<file path="src/rtl/cpu_pkg.sv">
// Shared CPU definitions: datapath widths and the write-back stage state encoding.
package cpu_pkg;

    localparam int DW = 16;
    localparam int AW = 4;

    typedef enum logic {
        IDLE = 1'b0,
        LOAD = 1'b1
    } state_e;

endpackage

</file>
<file path="src/rtl/wb_stage.sv">
// Write-back stage: retires ALU results straight to the register file and
// services loads with a single outstanding memory read guarded by a timeout.
module wb_stage
    import cpu_pkg::*;
#(
    parameter int DW      = cpu_pkg::DW,
    parameter int AW      = cpu_pkg::AW,
    parameter int TIMEOUT = 15
) (
    input  logic          clk,
    input  logic          rst,
    input  logic          ex_valid,
    output logic          ex_ready,
    input  logic [DW-1:0] ex_result,
    input  logic [AW-1:0] ex_rd,
    input  logic          ex_wr,
    input  logic          ex_is_load,
    output logic          mem_req,
    output logic [DW-1:0] mem_addr,
    input  logic          mem_ack,
    input  logic [DW-1:0] mem_rdata,
    output logic          rf_wrx,
    output logic [AW-1:0] rf_waddr,
    output logic [DW-1:0] rf_wdata,
    output logic          pend_valid,
    output logic [AW-1:0] pend_rd,
    output logic          mem_err,
    output logic [15:0]   retired,
    output state_e        state_dbg
);

    localparam int CW = $clog2(TIMEOUT + 1);
    localparam logic [CW-1:0] TO_VAL = CW'(TIMEOUT);

    state_e        state_q, state_d;
    logic          accept;
    logic          load_done;
    logic          load_abort;
    logic          ld_wr_q;
    logic [CW-1:0] wait_cnt_q;

    // Handshake: an instruction transfers on a cycle where ex_valid && ex_ready;
    // ex_ready depends only on state, never on ex_valid, and drops while a load waits.
    assign ex_ready   = (state_q == IDLE);
    assign accept     = ex_valid && ex_ready;
    assign state_dbg  = state_q;

    // An ack in the final allowed cycle still completes the load.
    assign load_done  = (state_q == LOAD) && mem_ack;
    assign load_abort = (state_q == LOAD) && !mem_ack && (wait_cnt_q == TO_VAL);

    always_ff @(posedge clk) begin
        if (rst) begin
            state_q <= IDLE;
        end else begin
            state_q <= state_d;
        end
    end

    always_comb begin
        state_d = state_q;
        case (state_q)
            IDLE: if (accept && ex_is_load) state_d = LOAD;
            LOAD: if (load_done || load_abort) state_d = IDLE;
            default: state_d = IDLE;
        endcase
    end

    always_ff @(posedge clk) begin
        if (rst) begin
            mem_req    <= 1'b0;
            mem_addr   <= '0;
            rf_wrx     <= 1'b0;
            rf_waddr   <= '0;
            rf_wdata   <= '0;
            pend_valid <= 1'b0;
            pend_rd    <= '0;
            mem_err    <= 1'b0;
            retired    <= '0;
            ld_wr_q    <= 1'b0;
            wait_cnt_q <= '0;
        end else begin
            rf_wrx  <= 1'b0;
            mem_err <= 1'b0;

            if (accept && !ex_is_load) begin
                rf_wrx   <= ex_wr;
                rf_waddr <= ex_rd;
                rf_wdata <= ex_result;
                retired  <= retired + 16'd1;
            end

            // The wait counter reads 1 in the first cycle mem_req is high.
            if (accept && ex_is_load) begin
                mem_req    <= 1'b1;
                mem_addr   <= ex_result;
                pend_valid <= 1'b1;
                pend_rd    <= ex_rd;
                ld_wr_q    <= ex_wr;
                wait_cnt_q <= CW'(1);
            end

            if (load_done) begin
                mem_req    <= 1'b0;
                rf_wrx     <= ld_wr_q;
                rf_waddr   <= pend_rd;
                rf_wdata   <= mem_rdata;
                retired    <= retired + 16'd1;
                pend_valid <= 1'b0;
                wait_cnt_q <= '0;
            end else if (load_abort) begin
                mem_req    <= 1'b0;
                mem_err    <= 1'b1;
                pend_valid <= 1'b0;
                wait_cnt_q <= '0;
            end else if (state_q == LOAD) begin
                wait_cnt_q <= wait_cnt_q + CW'(1);
            end
        end
    end

endmodule

</file>
<file path="config.mk">
export PLATFORM = sky130hd
export DESIGN_NAME = wb_stage
export DESIGN_NICKNAME = d
export VERILOG_FILES = /design/src/rtl/cpu_pkg.sv /design/src/rtl/wb_stage.sv
export SDC_FILE = /design/constraint.sdc
export NUM_CORES = 1
export LEC_CHECK = 0
export ABC_AREA = 0
export CAP_MARGIN = 20
export CORE_ASPECT_RATIO = 1.25
export CORE_MARGIN = 5
export CORE_UTILIZATION = 35
export DETAILED_ROUTE_END_ITERATION = 6
export PLACE_DENSITY = 0.72
export RECOVER_POWER = 50
export SLEW_MARGIN = 20
export SYNTH_ARGS = -nofsm -noshare
export SYNTH_HDL_FRONTEND = slang
export SYNTH_SLANG_ARGS = --single-unit
</file>
<file path="constraint.sdc">
create_clock -name clk -period 2.1 [get_ports clk]
set_input_delay 0.42 -clock clk [delete_from_list [all_inputs] [get_ports clk]]
set_output_delay 0.42 -clock clk [all_outputs]
set_load 0.005 [all_outputs]
</file>
==> results of run 1 <==
-- power breakdown --
| part | internal (W) | switching, W |
|---|---|---|
| logic | 0.000229 | 0.000175 |
| clock network | 0.000614 | 0.000472 |
| registers | 0.00129 | 0.0000390 |
| total | 0.00214 | 0.000686 |
-- per-layer routing --
| metal | global-route usage, % | up-vias | wire length (um) |
|---|---|---|---|
| li1 | - | 1362 | - |
| met1 | 20.59 | 1225 | 3193 |
| met2 | 27.11 | 84 | 3791 |
| met3 | 7.121 | 10 | 730 |
| met4 | 5.076 | 0 | 105 |
| met5 | 0 | - | 0 |
-- worst max path at each step --
stage	end	slack, ns
after global routing	ex_ready	0.06
after floorplan	retired[11]$_SDFFE_PP0P_	0.32
after CTS	ex_ready	0.11
final	ex_ready	0.15
after global placement	retired[11]$_SDFFE_PP0P_	-0.13
after detailed placement	rf_wdata[12]$_SDFFE_PP0P_	-0.18
-- state kept, by name (all words and copies together), names as in the netlist --
| name | cells |
|---|---|
| rf_wdata | 16 |
| ld_wr_q | 1 |
| pend_valid | 1 |
| rf_waddr | 4 |
| mem_addr | 16 |
| retired | 16 |
| state_dbg | 1 |
| mem_err | 1 |
| pend_rd | 4 |
| wait_cnt_q | 4 |
| rf_wrx | 1 |
-- metrics by stage --
step	cells	power (W)	setup slack [ns]	hold WS [ns]
2_1_floorplan	330	0.001519	0.3212	0.4366
3_3_place_gp	521	0.001780	-0.1304	0.4418
3_5_place_dp	521	0.001789	-0.1787	0.4496
4_1_cts	537	0.002896	0.1149	0.4595
5_1_grt	537	0.002978	0.06448	0.4876
6_report	537	0.002823	0.1503	0.4575
-- cell usage after synthesis (2+ instances only) --
library cell | count | area [um^2]
buf_1 | 2 | 7.510
and2_1 | 3 | 18.77
xor2_1 | 4 | 35.03
or4_1 | 4 | 30.03
dfxtp_1 | 65 | 1301
a21oi_1 | 33 | 165.2
inv_1 | 3 | 11.26
nand3_1 | 6 | 30.03
or3_1 | 3 | 18.77
o31ai_1 | 4 | 30.03
a311oi_1 | 20 | 175.2
a31oi_1 | 2 | 12.51
nand2_1 | 93 | 349.1
xnor2_1 | 3 | 26.28
o21ai_0 | 5 | 25.02
buf_2 | 3 | 15.01
o211ai_1 | 2 | 15.01
ha_1 | 2 | 25.02
clkbuf_1 | 17 | 63.81
a211oi_1 | 4 | 30.03
nor2_1 | 30 | 112.6
-- critical path: cells and delay by family (launching register included) --
kind | cells | cell delay (ns)
buffers and inverters | 2 | 0.63
DFF | 1 | 0.57
-- cells by family after synthesis --
kind of cell	Yosys count	share of synthesized area [%]
multiplexers	1	0.3738
buffers and inverters	28	4.486
adder cells (fa/ha/maj)	2	0.9344
AO/OA/AOI/OAI	75	18.60
flip-flops	65	48.60
XOR/XNOR	7	2.290
AND/OR/NAND/NOR	152	24.72
-- final cells by class --
cell class / instances / area share, %
multi-input cells: 237 / 30.63
repair buffers: 123 / 29.44
well taps: 92 / 2.807
inverters: 4 / 0.3661
flip-flops and latches: 65 / 31.73
clock buffers: 12 / 3.783
clock inverters: 4 / 1.251
-- layout by cell type (no fill, tap or decap), types with 5 or more instances in the layout --
master,n
o21ai_0,5
clkbuf_8,11
dfxtp_1,65
nand2_1,93
a311oi_1,20
nand3_1,6
nor2_1,30
a21oi_1,33
dlygate4sd3_1,37
buf_4,15
clkdlybuf4s50_1,65
==> results_dict.tcl, run 1 <==
set metrics [dict create \
    p_leak_nw 1.574 \
    dieWidth_um 88.23 \
    arrival_ns 1.53 \
    cts_resized 0 \
    ys_seq_elements 65 \
    hold_class "register to register" \
    yosys_warnings 0 \
    antenna_found_initial 0 \
    grt_pass1_wl_um 12770 \
    cts_tree "built" \
    fin_util_pct 55.42 \
    place_congestion 0.7674 \
    drive_gt1_share_pct 9.438 \
    finalHoldViolCount 0 \
    cts.sinks 65 \
    fillCellCount 703 \
    vias 2681 \
    port-buffer-count 103 \
    grt.overflow.total 0 \
    setup.worst_path.start "state_dbg$_SDFF_PP0_" \
    num-nets-final 484 \
    final.setup_skew_ns 0.004213 \
    detail-route-antenna-nets 0 \
    clock-root-buffer "clkbuf_8" \
    drc 0 \
    rsz0062_at_grt "false" \
    ys_seq_area_share_pct 48.60 \
    slowest_stage "dfxtp_1" \
    peakVddDrop_uv 570.8 \
    reg2regPathDepth 4 \
    postCtsHoldBufs 0 \
    die_h_um 107.8 \
    tns_ns 0 \
    synth_ff_type "dfxtp_1" \
    finalSetupViolCount 0 \
    grt_pass1_vias 2641 \
    min_from "mem_addr[5]$_SDFFE_PP0P_" \
    io_pins 104 \
    drt-initial-drc-count 102 \
    slew_headroom_pct 66.12 \
    wl_per_cell_um 14.56 \
    async_reset_ff_share_pct 0 \
    core-area_um2 7401 \
    grtUsageTotal_pct 16.97 \
    syn_inst 330 \
    period_share_pct 92.84 \
    viasPerCell 4.993 \
    status "complete, no violations" \
    avgSynthCellArea_um2 8.114 \
    worst_setup_path_start_kind "register" \
    fmax_mhz 512.9 \
    slew_viol_final 0 \
    synth_cell_types 43 \
    cp_max_fo 12 \
    drtPass1Iterations 4 \
    antenna_cells 0 \
    post_cts_buffers 0 \
    r2r_slack_ns 0.25 \
    syn_area_um2 2678 \
    hold_path_end "mem_addr[5]$_SDFFE_PP0P_" \
    die-area_um2 9510 \
    r2r_start "state_dbg$_SDFF_PP0_" \
    cts_max_path_buffers 2 \
    required_ns 1.68 \
    std_cell_rows 35 \
    regArea_um2 1301 \
    slowest_delay_ns 0.57 \
    finalInstanceArea_um2 4101 \
    syn_nets 374 \
    worst_pin_slew_ns 0.5049 \
    critPathKind "register to primary output" \
    clock_latency_ns 0.33 \
    period_minus_slack_ns 1.950 \
    p_per_area_nw_per_um2 688.3 \
    h-tree-depth 3 \
    critical_path.cell_chain "clkinv_1 > clkdlybuf4s50_1" \
    holdPathStages 2 \
    area_growth_pct 53.18 \
    multi_input_area_um2 1256 \
    synth-edff-count 0 \
    start_util_pct 36.18 \
    wirelength_um 7820 \
    path_clk_slew_ns 0.07 \
    endpoint_kind "primary output" \
    grt_max_degree 43 \
    post-dp-hpwl_um 5562 \
    drv_cap 0 \
    cts_made_buffers 9 \
    postPlaceCellArea_um2 3901 \
    regToRegEndpoint "retired[11]$_SDFFE_PP0P_" \
]
Power figures use the tool's default switching activity.
==> run 2, diff against run 1 <==
--- a/config.mk
+++ b/config.mk
@@ -11,9 +11,9 @@
 export CORE_MARGIN = 5
 export CORE_UTILIZATION = 35
 export DETAILED_ROUTE_END_ITERATION = 6
+export HOLD_SLACK_MARGIN = 0.15
 export PLACE_DENSITY = 0.72
 export RECOVER_POWER = 50
-export SLEW_MARGIN = 20
 export SYNTH_ARGS = -nofsm -noshare
 export SYNTH_HDL_FRONTEND = slang
 export SYNTH_SLANG_ARGS = --single-unit
==> results of run 2 <==
The final DEF is identical to that of run 1; final timing and power are the same.
==> run 3, diff against run 2 <==
--- a/config.mk
+++ b/config.mk
@@ -10,10 +10,12 @@
 export CORE_ASPECT_RATIO = 1.25
 export CORE_MARGIN = 5
 export CORE_UTILIZATION = 35
+export CTS_CLUSTER_SIZE = 16
 export DETAILED_ROUTE_END_ITERATION = 6
 export HOLD_SLACK_MARGIN = 0.15
 export PLACE_DENSITY = 0.72
 export RECOVER_POWER = 50
+export REMOVE_ABC_BUFFERS = 1
 export SYNTH_ARGS = -nofsm -noshare
 export SYNTH_HDL_FRONTEND = slang
 export SYNTH_SLANG_ARGS = --single-unit
==> run 3 against run 2 <==
  * Fmax grew 2.1%
  * Critical path depth increased by 5
  * Utilization fell by 0.084 points
  * Power is 3.9% higher
  * First-iteration DRC count fell by 2.0%
  * Setup slack gained 0.040 ns
  * Final cell count rose by 0.19%
  * Register-to-register slack improved by 0.03 ns
  * Global-route usage is 0.28 points higher
  * Via count grew 1.6%
==> results_dict.tcl, run 3 (synthesized netlist as in run 1, its figures left out) <==
set metrics [dict create \
    status "complete, no violations" \
    die-area_um2 9510 \
    whs_ns 0.4100 \
    std_cell_rows 35 \
    viasPerCell 5.061 \
    num-nets-final 485 \
    io_pins 104 \
    grt.overflow.total 0 \
    slowest_stage "clkdlybuf4s50_1" \
    drtPass1Iterations 4 \
    wirelength_um 7940 \
    fillCellCount 694 \
    cp.buffers_inverters 3 \
    hold_class "primary input to register" \
    cts_made_buffers 9 \
    top_regs "mem_addr (16), retired (16), rf_wdata (16)" \
    area_growth_pct 52.94 \
    drv_cap 0 \
    grt_pass1_vias 2692 \
    postCtsHoldBufs 0 \
    cts_tree "built" \
    critical_path.cell_chain "clkdlybuf4s50_1 > or3b_1 > buf_4 > nand2_1 > buf_12 > nor2_1 > a311oi_1" \
    cts.sinks 65 \
    rsz0062_at_grt "false" \
    final.setup_skew_ns 0.008182 \
    h-tree-depth 3 \
    detail-route-antenna-nets 0 \
    clock_latency_ns 0.33 \
    start_util_pct 36.18 \
    worst_setup_path_start_kind "primary input" \
    drive_gt1_share_pct 9.193 \
    finalSetupViolCount 0 \
    finalInstanceArea_um2 4095 \
    place_congestion 0.7954 \
    grtUsageTotal_pct 17.24 \
    post-dp-hpwl_um 5666 \
    antenna_found_initial 0 \
    peakVddDrop_uv 417.6 \
    fmax_mhz 523.5 \
    path_clk_slew_ns 0.07 \
    drc 0 \
    slowest_delay_ns 0.47 \
    crit_family "buffers and inverters" \
    cts_max_path_buffers 2 \
    slew_viol_final 0 \
    p_per_area_nw_per_um2 716.2 \
    drt-initial-drc-count 100 \
    cp_max_fo 39 \
    endpoint_kind "register" \
    period_share_pct 90.96 \
    cts_resized 0 \
    antenna_cells 0 \
    vias 2723 \
    port-buffer-count 103 \
    worst_pin_slew_ns 0.5653 \
    clock-root-buffer "clkbuf_8" \
    grt_pass1_wl_um 12920 \
    arrival_ns 2.14 \
    critPathKind "primary input to register" \
    die_h_um 107.8 \
    period_minus_slack_ns 1.910 \
    core-area_um2 7401 \
    slew_headroom_pct 62.32 \
    dieWidth_um 88.23 \
    finalHoldViolCount 0 \
    layout_commonest_cell "nand2_1" \
    grt_max_degree 40 \
    p_leak_nw 1.558 \
    post_cts_buffers 0 \
    required_ns 2.33 \
    wl_per_cell_um 14.76 \
    postPlaceCellArea_um2 3909 \
    final_cell_mix "nand2_1 (93), clkdlybuf4s50_1 (71), dfxtp_1 (65)" \
]
-- run 3: final cells by class --
class	instances	area (um^2)	share of cell area [%]
Inverter	4	15.01	0.3666
Sequential cell	65	1301	31.78
Clock inverter	2	60.06	1.467
Timing Repair Buffer	124	1185	28.93
Tap cell	92	115.1	2.811
Multi-Input combinational cell	237	1256	30.68
Clock buffer	14	162.7	3.972
-- run 3: worst reg2reg max path, delay by kind of cell (launching register included) --
family	cells	cell delay, ns
AND/OR/NAND/NOR	3	1.17
AO/OA/AOI/OAI	1	0.14
flip-flops	1	0.45
-- run 3: through the flow --
step           setup slack, ns  std cells  util (%)  power (W)  setup TNS, ns
2_1_floorplan         -0.07905        306         -   0.001491         -1.169
3_5_place_dp           -0.1240        522     52.81   0.001792         -2.034
5_1_grt                0.09838        538     55.33   0.003072              0
3_3_place_gp           -0.1101        522     52.81   0.001785         -1.156
6_report                0.1899        538     55.33   0.002933              0
4_1_cts                 0.2116        538     55.82   0.002988              0
-- run 3: worst paths after layout --
check / slack (ns) / end / cells after the start / from
worst max-delay path: 0.19 / rf_wdata[4]$_SDFFE_PP0P_ / 7 / ex_valid
worst min-delay path: 0.41 / retired[0]$_SDFFE_PP0P_ / 2 / rst
worst max register to register: 0.28 / retired[15]$_SDFFE_PP0P_ / 4 / retired[4]$_SDFFE_PP0P_
worst min register to register: 0.45 / mem_addr[1]$_SDFFE_PP0P_ / 2 / mem_addr[1]$_SDFFE_PP0P_
-- run 3: per-layer routing --
layer  vias to the layer above  track usage, %  routed length (um)
li1                       1368               -                   -
met4                         0           7.451                 161
met2                        67           29.36                4133
met1                      1275           19.91                3160
met5                         -               0                   0
met3                        13           4.671                 484
-- run 3: power by group --
part | leakage, nW | total (W) | internal (W) | switching, W
combinational | 0.916 | 0.000405 | 0.000228 | 0.000177
sequential | 0.531 | 0.00133 | 0.00129 | 0.0000360
clock | 0.111 | 0.00120 | 0.000737 | 0.000461
total | 1.56 | 0.00293 | 0.00226 | 0.000674
